--- config.mk ---
export PLATFORM = sky130hd
export DESIGN_NAME = sdi_chunk_streamer
export DESIGN_NICKNAME = d
export VERILOG_FILES = /design/src/rtl/sdi_chunk_streamer_pkg.sv /design/src/rtl/sdi_chunk_streamer_byte_fifo.sv /design/src/rtl/sdi_chunk_streamer.sv
export SDC_FILE = /design/constraint.sdc
export NUM_CORES = 1
export LEC_CHECK = 0
export CORE_MARGIN = 4
export CORE_UTILIZATION = 60
export DETAILED_ROUTE_END_ITERATION = 8
export HOLD_SLACK_MARGIN = 0.1
export PLACE_DENSITY = 0.77
export SLEW_MARGIN = 20
export SYNTH_ARGS = -nofsm -noshare
export SYNTH_HDL_FRONTEND = slang
export SYNTH_SLANG_ARGS = --single-unit
--- constraint.sdc ---
create_clock -name clk -period 4.6 [get_ports clk]
set_clock_uncertainty 0.15 [all_clocks]
set_input_delay 0.69 -clock clk [delete_from_list [all_inputs] [get_ports clk]]
set_output_delay 0.69 -clock clk [all_outputs]
set_load 0.02 [all_outputs]
--- src/rtl/sdi_chunk_streamer_pkg.sv ---
// rtl/sdi_chunk_streamer_pkg.sv - shared state encoding and SDI chunk constant
package sdi_chunk_streamer_pkg;

  // Decoder guaranteed-space size when DREQ is high on the SDI path.
  localparam int SDI_CHUNK = 32;

  typedef enum logic [2:0] {
    ST_IDLE,
    ST_CS_ON,
    ST_LOAD,
    ST_GO,
    ST_WAIT_HI,
    ST_WAIT_LO,
    ST_CS_OFF,
    ST_GAP
  } state_t;

endpackage

--- src/rtl/sdi_chunk_streamer_byte_fifo.sv ---
// rtl/sdi_chunk_streamer_byte_fifo.sv - byte FIFO with occupancy count
//   clk, rst     : clock, asynchronous active-high reset
//   wr_data_i    : byte to store
//   wr_valid_i   : write request
//   wr_ready_o   : not full; write accepted when wr_valid_i and wr_ready_o
//   rd_en_i      : pop the head (ignored when empty)
//   rd_data_o    : current head byte
//   count_o      : bytes buffered
module sdi_chunk_streamer_byte_fifo #(
  parameter int DEPTH = 64,
  localparam int AW = $clog2(DEPTH),
  localparam int CW = AW + 1
) (
  input  logic          clk,
  input  logic          rst,
  input  logic [7:0]    wr_data_i,
  input  logic          wr_valid_i,
  output logic          wr_ready_o,
  input  logic          rd_en_i,
  output logic [7:0]    rd_data_o,
  output logic [CW-1:0] count_o
);

  logic [7:0]    mem_q [DEPTH];
  logic [AW-1:0] wr_ptr_q, rd_ptr_q;
  logic [CW-1:0] count_q, count_d;
  logic          wr_en, rd_en;

  assign wr_ready_o = (count_q != CW'(DEPTH));
  assign wr_en      = wr_valid_i & wr_ready_o;
  assign rd_en      = rd_en_i & (count_q != '0);
  assign rd_data_o  = mem_q[rd_ptr_q];
  assign count_o    = count_q;

  always_comb begin
    count_d = count_q;
    case ({wr_en, rd_en})
      2'b10:   count_d = count_q + CW'(1);
      2'b01:   count_d = count_q - CW'(1);
      default: count_d = count_q;
    endcase
  end

  // Storage needs no reset; only the pointers define what is valid.
  always_ff @(posedge clk) begin
    if (wr_en) mem_q[wr_ptr_q] <= wr_data_i;
  end

  // Pointers are exactly AW bits wide, so the increment wraps modulo DEPTH.
  always_ff @(posedge clk or posedge rst) begin
    if (rst) begin
      wr_ptr_q <= '0;
      rd_ptr_q <= '0;
      count_q  <= '0;
    end else begin
      if (wr_en) wr_ptr_q <= wr_ptr_q + AW'(1);
      if (rd_en) rd_ptr_q <= rd_ptr_q + AW'(1);
      count_q <= count_d;
    end
  end

endmodule

--- src/rtl/sdi_chunk_streamer.sv ---
// rtl/sdi_chunk_streamer.sv - buffers audio bytes and feeds the SDI SPI master in DREQ-gated chunks
//   clk, rst     : clock, asynchronous active-high reset
//   in_data/in_valid/in_ready : byte stream from the file reader
//   flush        : allow a partial chunk while high
//   dreq         : decoder DREQ (asynchronous)
//   spi_tx_data/spi_go/spi_busy : byte handshake with the SPI master
//   xdcs         : decoder data chip-select, active-low
//   fifo_count   : bytes buffered
//   chunk_done   : one-cycle pulse when a chunk finishes
module sdi_chunk_streamer
  import sdi_chunk_streamer_pkg::*;
#(
  parameter int DEPTH  = 64,
  parameter int CHUNK  = SDI_CHUNK,
  parameter int CS_GAP = 2,
  localparam int CW = $clog2(DEPTH) + 1
) (
  input  logic          clk,
  input  logic          rst,
  input  logic [7:0]    in_data,
  input  logic          in_valid,
  output logic          in_ready,
  input  logic          flush,
  input  logic          dreq,
  output logic [7:0]    spi_tx_data,
  output logic          spi_go,
  input  logic          spi_busy,
  output logic          xdcs,
  output logic [CW-1:0] fifo_count,
  output logic          chunk_done
);

  localparam int BW = $clog2(CHUNK) + 1;
  localparam int GW = $clog2(CS_GAP) + 1;

  state_t        state_q, state_d;
  logic [BW-1:0] burst_len_q, burst_len_d;
  logic [BW-1:0] byte_cnt_q, byte_cnt_d;
  logic [GW-1:0] gap_q, gap_d;
  logic [7:0]    tx_data_q, tx_data_d;
  logic          xdcs_q, xdcs_d;
  logic          dreq_meta_q, dreq_s_q;
  logic          pop;
  logic          go;
  logic          done;
  logic [7:0]    fifo_head;
  logic          have_chunk;

  sdi_chunk_streamer_byte_fifo #(.DEPTH(DEPTH)) u_fifo (
    .clk        (clk),
    .rst        (rst),
    .wr_data_i  (in_data),
    .wr_valid_i (in_valid),
    .wr_ready_o (in_ready),
    .rd_en_i    (pop),
    .rd_data_o  (fifo_head),
    .count_o    (fifo_count)
  );

  // DREQ comes from the decoder clock domain.
  always_ff @(posedge clk or posedge rst) begin
    if (rst) begin
      dreq_meta_q <= 1'b0;
      dreq_s_q    <= 1'b0;
    end else begin
      dreq_meta_q <= dreq;
      dreq_s_q    <= dreq_meta_q;
    end
  end

  assign have_chunk = fifo_count >= CW'(CHUNK);

  always_comb begin
    state_d     = state_q;
    burst_len_d = burst_len_q;
    byte_cnt_d  = byte_cnt_q;
    gap_d       = gap_q;
    tx_data_d   = tx_data_q;
    xdcs_d      = xdcs_q;
    pop         = 1'b0;
    go          = 1'b0;
    done        = 1'b0;
    case (state_q)
      ST_IDLE: begin
        if (dreq_s_q && (have_chunk || (flush && fifo_count != '0))) begin
          // Length is frozen here so later writes or flush changes cannot resize the chunk.
          burst_len_d = have_chunk ? BW'(CHUNK) : BW'(fifo_count);
          state_d     = ST_CS_ON;
        end
      end
      ST_CS_ON: begin
        xdcs_d     = 1'b0;
        byte_cnt_d = '0;
        state_d    = ST_LOAD;
      end
      ST_LOAD: begin
        pop       = 1'b1;
        tx_data_d = fifo_head;
        state_d   = ST_GO;
      end
      ST_GO: begin
        go      = 1'b1;
        state_d = ST_WAIT_HI;
      end
      ST_WAIT_HI: begin
        // Busy rises one cycle after go is sampled; wait for it before looking for the fall.
        if (spi_busy) state_d = ST_WAIT_LO;
      end
      ST_WAIT_LO: begin
        if (!spi_busy) begin
          byte_cnt_d = byte_cnt_q + BW'(1);
          if (byte_cnt_q == burst_len_q - BW'(1)) state_d = ST_CS_OFF;
          else                                    state_d = ST_LOAD;
        end
      end
      ST_CS_OFF: begin
        xdcs_d  = 1'b1;
        done    = 1'b1;
        gap_d   = GW'(CS_GAP - 1);
        state_d = ST_GAP;
      end
      ST_GAP: begin
        if (gap_q == '0) state_d = ST_IDLE;
        else             gap_d   = gap_q - GW'(1);
      end
      default: state_d = ST_IDLE;
    endcase
  end

  always_ff @(posedge clk or posedge rst) begin
    if (rst) begin
      state_q     <= ST_IDLE;
      burst_len_q <= '0;
      byte_cnt_q  <= '0;
      gap_q       <= '0;
      tx_data_q   <= 8'h00;
      xdcs_q      <= 1'b1;
    end else begin
      state_q     <= state_d;
      burst_len_q <= burst_len_d;
      byte_cnt_q  <= byte_cnt_d;
      gap_q       <= gap_d;
      tx_data_q   <= tx_data_d;
      xdcs_q      <= xdcs_d;
    end
  end

  assign spi_tx_data = tx_data_q;
  assign spi_go      = go;
  assign xdcs        = xdcs_q;
  assign chunk_done  = done;

endmodule

# Yosys cells after proc, flatten, opt, wreduce, memory -nomap -nowiden
# Memories as Yosys holds them, arrays and structs flattened. A register that Yosys moved wholly into a read port is not among the register bits.
# Index checks and enable logic that the tools add are counted.
[classes]
n_addsub = 7
order_cmp = 1
eq_ne = 16
mux = 18
bitwise = 2
reduce_logical = 14
[op_table]
columns = ["op", "count"]
rows = [
  ["case mux 3 bit (8 select lines)", 1],
  ["adder 6 x 1 -> 6 bit (second input constant)", 3],
  ["2-to-1 mux 3 bit", 5],
  ["case mux 7 bit (2 select lines)", 1],
  ["== test 3 bit (second input constant)", 4],
  ["2-to-1 mux 6 bit", 2],
  ["case mux 6 bit (2 select lines)", 1],
  ["!= test 2 bit (second input constant)", 5],
  ["nonzero test 2 bit", 4],
  ["adder 7 x 1 -> 7 bit (second input constant)", 1],
  ["greater-or-equal comparator 7 x 6 -> 1 bit (second input constant)", 1],
  ["!= test 7 bit (second input constant)", 1],
  ["nonzero test 7 bit", 1],
  ["subtractor 7 x 1 -> 7 bit (second input constant)", 1],
  ["== test 3 x 2 -> 1 bit (second input constant)", 2],
  ["== test 6 bit", 1],
  ["AND reduction 2 bit", 3],
  ["subtractor 6 x 1 -> 6 bit (second input constant)", 1],
  ["2-to-1 mux 1 bit", 5],
  ["case mux 2 bit (2 select lines)", 1],
  ["AND reduction 4 bit", 1],
  ["== test 3 x 1 -> 1 bit (second input constant)", 1],
  ["zero test 3 bit", 1],
  ["AND 1 bit", 2],
  ["8 further kinds", 9],
]
[totals]
regBits = 39
ramBits = 512
inputBits = 14
output_inout_bits = 19
word_cells = 69
memories = 1
[mem_list]
columns = ["name", "words", "word_bits", "rd", "rd_ports_with_merged_regs", "wr", "line_no", "text"]
rows = [
  ["u_fifo.mem_q", 64, 8, 1, 1, 1, "sdi_chunk_streamer_byte_fifo.sv:24", "logic [7:0] mem_q [DEPTH];"],
]

# Depth between registers and ports, before layout
[logic_depth]
depth_word = 6
ltp_mapped = 15
depth_no_buf = 13

# By module
# Synthesis repeated with hierarchy kept, for this count alone.
[hier_totals]
hier_cells = 1256
hier_area_um2 = 22579.2
[modules_own_cells]
columns = ["module", "n_inst", "cells_per_inst", "area_each_um2", "seq_area_each_um2"]
rows = [
  ["sdi_chunk_streamer_byte_fifo", 1, 1103, 21070.2, 15850.2],
  ["sdi_chunk_streamer", 1, 153, 1508.9, 701.9],
]

# Worst setup path after synthesis
# OpenSTA, ideal clock, no wires.
[synth_timing]
kind = "reg2reg"
from = "reg u_fifo.count_q[2] (netlist: u_fifo.count_o[2])"
to = "reg u_fifo.count_q[6] (netlist: u_fifo.count_o[6])"
setup_ns = 0.080
arrival_ns = 3.600
required_time_ns = 4.370
path_slack_ns = 0.770
path_stages_with_launch = 16
path_buffers = 2
synth_period_minus_slack_ns = 3.830
path_cell_list = "dfrtp_1 -> buf_2 -> nor4_2 -> nand3_1 -> and2_1 -> inv_1 -> ha_1 -> buf_1 -> xor2_1 -> ha_1 -> or3_1 -> a21oi_1 -> nor3_1 -> or3_1 -> a31oi_1 -> xnor2_1"
[synth_via]
elab_chain_cells = 4
elab_cells_between_ends = 10
cone_classes = "2 x add/sub; 3 x eq/ne; 1 x mux; 2 x bitwise; 2 x reduce/logical"
[synth_rtl]
columns = ["item", "line_no", "text"]
rows = [
  ["from (decl)", "sdi_chunk_streamer_byte_fifo.sv:26", "logic [CW-1:0] count_q, count_d;"],
  ["from (signal assigned)", "sdi_chunk_streamer_byte_fifo.sv:58", "count_q <= count_d;"],
  ["!= test 7 bit (*)", "sdi_chunk_streamer_byte_fifo.sv:29", "assign wr_ready_o = (count_q != CW'(DEPTH));"],
  ["via in_ready", "sdi_chunk_streamer.sv:22", "output logic in_ready,"],
  ["AND 1 bit (*)", "sdi_chunk_streamer_byte_fifo.sv:30", "assign wr_en = wr_valid_i & wr_ready_o;"],
  ["== test 2 x 1 -> 1 bit or == test 2 bit (tied branches)", "sdi_chunk_streamer_byte_fifo.sv:37", "case ({wr_en, rd_en})"],
  ["case mux 7 bit (2 select lines) or nonzero test 2 bit (tied branches)", "-", ""],
]
# Mark *: on every way through the listed nets, which the timed path passes. The rest lies on a longest branch.
# A chain may end at the register's enable or synchronous reset.

# Worst setup path in the final report
[layout_timing]
from = "reg u_fifo.count_q[2] (netlist: u_fifo.count_o[2])"
to = "reg u_fifo.count_q[6] (netlist: u_fifo.count_o[6])"
[layout_via]
elab_chain_cells = 4
elab_cells_between_ends = 10
cone_classes = "2 x add/sub; 3 x eq/ne; 1 x mux; 2 x bitwise; 2 x reduce/logical"
[layout_rtl]
columns = ["item"]
rows = [
  ["branches (longest 4 deep; another with subtractor 7 x 1 -> 7 bit)"],
]
# Parallel ways; which one is timed is not known.

==> impl_metrics.json <==
{
  "run_status": "completed",
  "ctsRootBufferMaster": "sky130_fd_sc_hd__clkbuf_16",
  "synth.avg_cell_area_sq_um": 18.78,
  "detail_route.iter0.violations": 1480,
  "first_pass_grt_wire_length_mm": 73.04,
  "dp_hpwl_mm": 29.27,
  "n_fill_cell": 2304,
  "worst_slew_pin_slew_ns": 0.8794,
  "final-setup-viol-count": 0,
  "insertion_delay_ns": 0.58,
  "part_of_the_yosys_area_used_for_sequential_elements": 0.7401,
  "crit_type": "flop to flop",
  "timing.fmax_ghz": 0.2576,
  "synth.yosys.warnings": 0,
  "drc": 0,
  "drive_gt1_frac": 0.1883,
  "global_route.overflow_total": 0,
  "vias_in_the_first_global_route": 11640,
  "synth_top_flop_cell": "sky130_fd_sc_hd__edfxtp_1",
  "area_of_the_multi_input_gates_sq_um": 5418,
  "final_critical_delay_including_setup_and_external_delays_ns": 3.882,
  "layout_common_cells": "sky130_fd_sc_hd__edfxtp_1 (512), sky130_fd_sc_hd__mux4_2 (113), sky130_fd_sc_hd__nor2_1 (90), sky130_fd_sc_hd__mux2i_1 (54), sky130_fd_sc_hd__clkbuf_16 (54)",
  "postSynth.asyncResetShare": 0.08408,
  "initial_core_util": 0.6094,
  "crit_path_start_kind": "flop",
  "first_pass_iters": 5,
  "areaGrowthSynthToFinish_pct": 10.96,
  "postSynthRegisterBits": 559,
  "vias": 11550,
  "register_area_sq_um": 16560,
  "fp.dieH_microns": 201.1,
  "ctsHoldBuffers": 0,
  "layout.cells.most_common": "sky130_fd_sc_hd__edfxtp_1",
  "period_share": 0.8438,
  "postRouteAntennaNets": 0,
  "globalRouteTotalUtil": 0.2416,
  "drv_cap": 0,
  "wire_per_inst_microns": 27.66,
  "gp_routability_congestion": 0.8591,
  "fp.dieArea_sq_um": 40430,
  "number_of_h_tree_branching_levels": 2,
  "core_region_area_sq_um": 36700,
  "port_bufs": 32,
  "rsz_0062_raised_after_global_routing": "false",
  "final_nets": 1265,
  "grt_start_max_net_pins": 68,
  "worst-endpoint-required_ns": 4.95,
  "power_leakage_nw": 8.093,
  "clock_sinks": 559,
  "tritoncts": "yes",
  "wirelength_mm": 48.48,
  "synth-edff-count": 512,
  "post-layout-total-power_w": 0.01451,
  "post_synth_inst_count": 1191,
  "ir_worst_vdd_mv": 0.3068,
  "tritoncts.num_buffers": 54,
  "synth_area_sq_um": 22360,
  "antennaDiodeCount": 0,
  "worstPathArrival_ns": 4.23,
  "cts_buffer_depth": 3,
  "totalNegativeSetupSlack_ns": 0,
  "average_vias_per_placed_instance": 6.590,
  "maxSlewHeadroom": 0.4137,
  "fp.dieW_microns": 201.1,
  "cts-resized-gates": 0,
  "post_cts_buffers": 0,
  "kind_of_end_point_of_the_critical_path": "flop",
  "synth.distinct_cells": 51,
  "postSynthNetCount": 1217,
  "crit_path_max_fanout": 14,
  "powerDensity_nw_per_um2": 584.7,
  "io_pins": 33,
  "hold_path_class": "input pin to flop",
  "finalHoldViolCount": 0,
  "rows": 70,
  "initial_antenna_violation_count": 0,
  "cts.clk_slew.worst_paths_ns": 0.06,
  "drv_slew": 0
}
[state kept, by name (all words and copies together) (netlist names)]
signal           flops
burst_len_q          6
byte_cnt_q           6
dreq_meta_q          1
dreq_s_q             1
gap_q                2
spi_tx_data          8
state_q              3
u_fifo.count_o       7
u_fifo.mem_q       512
u_fifo.rd_ptr_q      6
u_fifo.wr_ptr_q      6
xdcs                 1
[synthesized netlist by cell type, types with 6 or more instances]
cell                       count  area (sq um)
sky130_fd_sc_hd__a211oi_1     10         75.07
sky130_fd_sc_hd__a21oi_1      25         125.1
sky130_fd_sc_hd__a22oi_1      13         97.59
sky130_fd_sc_hd__a31oi_1       6         37.54
sky130_fd_sc_hd__buf_1         6         22.52
sky130_fd_sc_hd__buf_2        20         100.1
sky130_fd_sc_hd__buf_4         9         67.56
sky130_fd_sc_hd__buf_6         6         67.56
sky130_fd_sc_hd__clkbuf_1     25         93.84
sky130_fd_sc_hd__dfrtp_1      46          1151
sky130_fd_sc_hd__edfxtp_1    512         15370
sky130_fd_sc_hd__ha_1         12         150.1
sky130_fd_sc_hd__inv_1        12         45.04
sky130_fd_sc_hd__mux2_2        8         90.09
sky130_fd_sc_hd__mux2i_1      54         540.5
sky130_fd_sc_hd__mux4_2      113          2545
sky130_fd_sc_hd__nand2_1      45         168.9
sky130_fd_sc_hd__nand2b_1     13         81.33
sky130_fd_sc_hd__nand3_1      22         110.1
sky130_fd_sc_hd__nand3b_1      6         45.04
sky130_fd_sc_hd__nor2_1       90         337.8
sky130_fd_sc_hd__nor2b_1       8         50.05
sky130_fd_sc_hd__o21ai_0      21         105.1
sky130_fd_sc_hd__o21ai_1       6         30.03
sky130_fd_sc_hd__o221ai_1     12         105.1
sky130_fd_sc_hd__o22ai_1      13         81.33
sky130_fd_sc_hd__xnor2_1      17         148.9
sky130_fd_sc_hd__xor2_1       11         96.34
[layout make-up]
class	count	area share
Sequential cell	559	0.6674
Clock buffer	69	0.05713
Tap cell	468	0.02360
Multi-Input combinational cell	554	0.2183
Inverter	12	0.001815
Timing Repair Buffer	58	0.02067
Clock inverter	33	0.01109
[metrics by stage]
step	worst slack [ns]	utilization	hold slack [ns]	std cells	cell area, sq um
floorplan	0.7696	-	0.1812	1191	22360
global placement	0.8699	0.6301	0.1955	1651	23120
detailed placement	0.7843	0.6301	0.1863	1651	23120
CTS	0.8028	0.6762	0.1623	1753	24820
global route	0.4530	0.6762	0.1801	1753	24820
finish	0.7184	0.6762	0.1773	1753	24820
[critical path, stage by stage, from the launching register on]
cell,delay [ns]
sky130_fd_sc_hd__dfrtp_1,0.49
sky130_fd_sc_hd__nor4_2,0.44
sky130_fd_sc_hd__nand3_1,0.16
sky130_fd_sc_hd__and2_1,0.21
sky130_fd_sc_hd__inv_1,0.13
sky130_fd_sc_hd__ha_1,0.54
sky130_fd_sc_hd__xor2_1,0.14
sky130_fd_sc_hd__ha_1,0.25
sky130_fd_sc_hd__or3_1,0.33
sky130_fd_sc_hd__a21oi_1,0.16
sky130_fd_sc_hd__nor3_1,0.11
sky130_fd_sc_hd__or3_1,0.36
sky130_fd_sc_hd__a31oi_1,0.19
sky130_fd_sc_hd__xnor2_1,0.14
[report_power, final]
group / switching (W) / leakage [nW] / internal (W)
sequential: 0.000457 / 5.19 / 0.00588
combinational: 0.00216 / 2.08 / 0.00177
clock: 0.00184 / 0.824 / 0.00241
total: 0.00446 / 8.09 / 0.0101
[cell families (layout without fill, tap and decap cells)]
| family | count (synthesis) | after routing | synth area share |
|---|---|---|---|
| buffers and inverters | 78 | 172 | 0.01773 |
| and+or+nand+nor | 209 | 209 | 0.04381 |
| adders and majority gates | 12 | 12 | 0.006713 |
| DFF | 559 | 559 | 0.7401 |
| AOI/OAI and AO/OA | 128 | 128 | 0.03765 |
| muxes | 177 | 177 | 0.1430 |
| xor gates and xnor gates | 28 | 28 | 0.01097 |
[path summary, 6_finish.rpt]
kind,startpoint,to,slack (ns),cells past startpoint
max in group asynchronous,rst,xdcs$_DFFE_PP1P_,3.11,3
max reg2reg,u_fifo.count_o[2]$_DFFE_PP0P_,u_fifo.count_o[6]$_DFFE_PP0P_,0.72,13
min reg2reg,dreq_meta_q$_DFF_PP0_,dreq_s_q$_DFF_PP0_,0.22,0
min,in_data[1],u_fifo.mem_q[53][1]$_DFFE_PP_,0.18,1
max,u_fifo.count_o[2]$_DFFE_PP0P_,u_fifo.count_o[6]$_DFFE_PP0P_,0.72,13
min in group asynchronous,rst,byte_cnt_q[5]$_DFFE_PP0P_,0.45,2
[per-layer routing]
metal | vias up | track usage | part of all wire | wire length, microns
li1 | 4892 | - | - | -
met1 | 5942 | 0.3507 | 0.40 | 19230
met2 | 600 | 0.3728 | 0.48 | 23150
met3 | 119 | 0.05170 | 0.092 | 4451
met4 | 0 | 0.08456 | 0.034 | 1657
met5 | - | 0 | 0 | 0
Power figures use the tool's default switching activity.
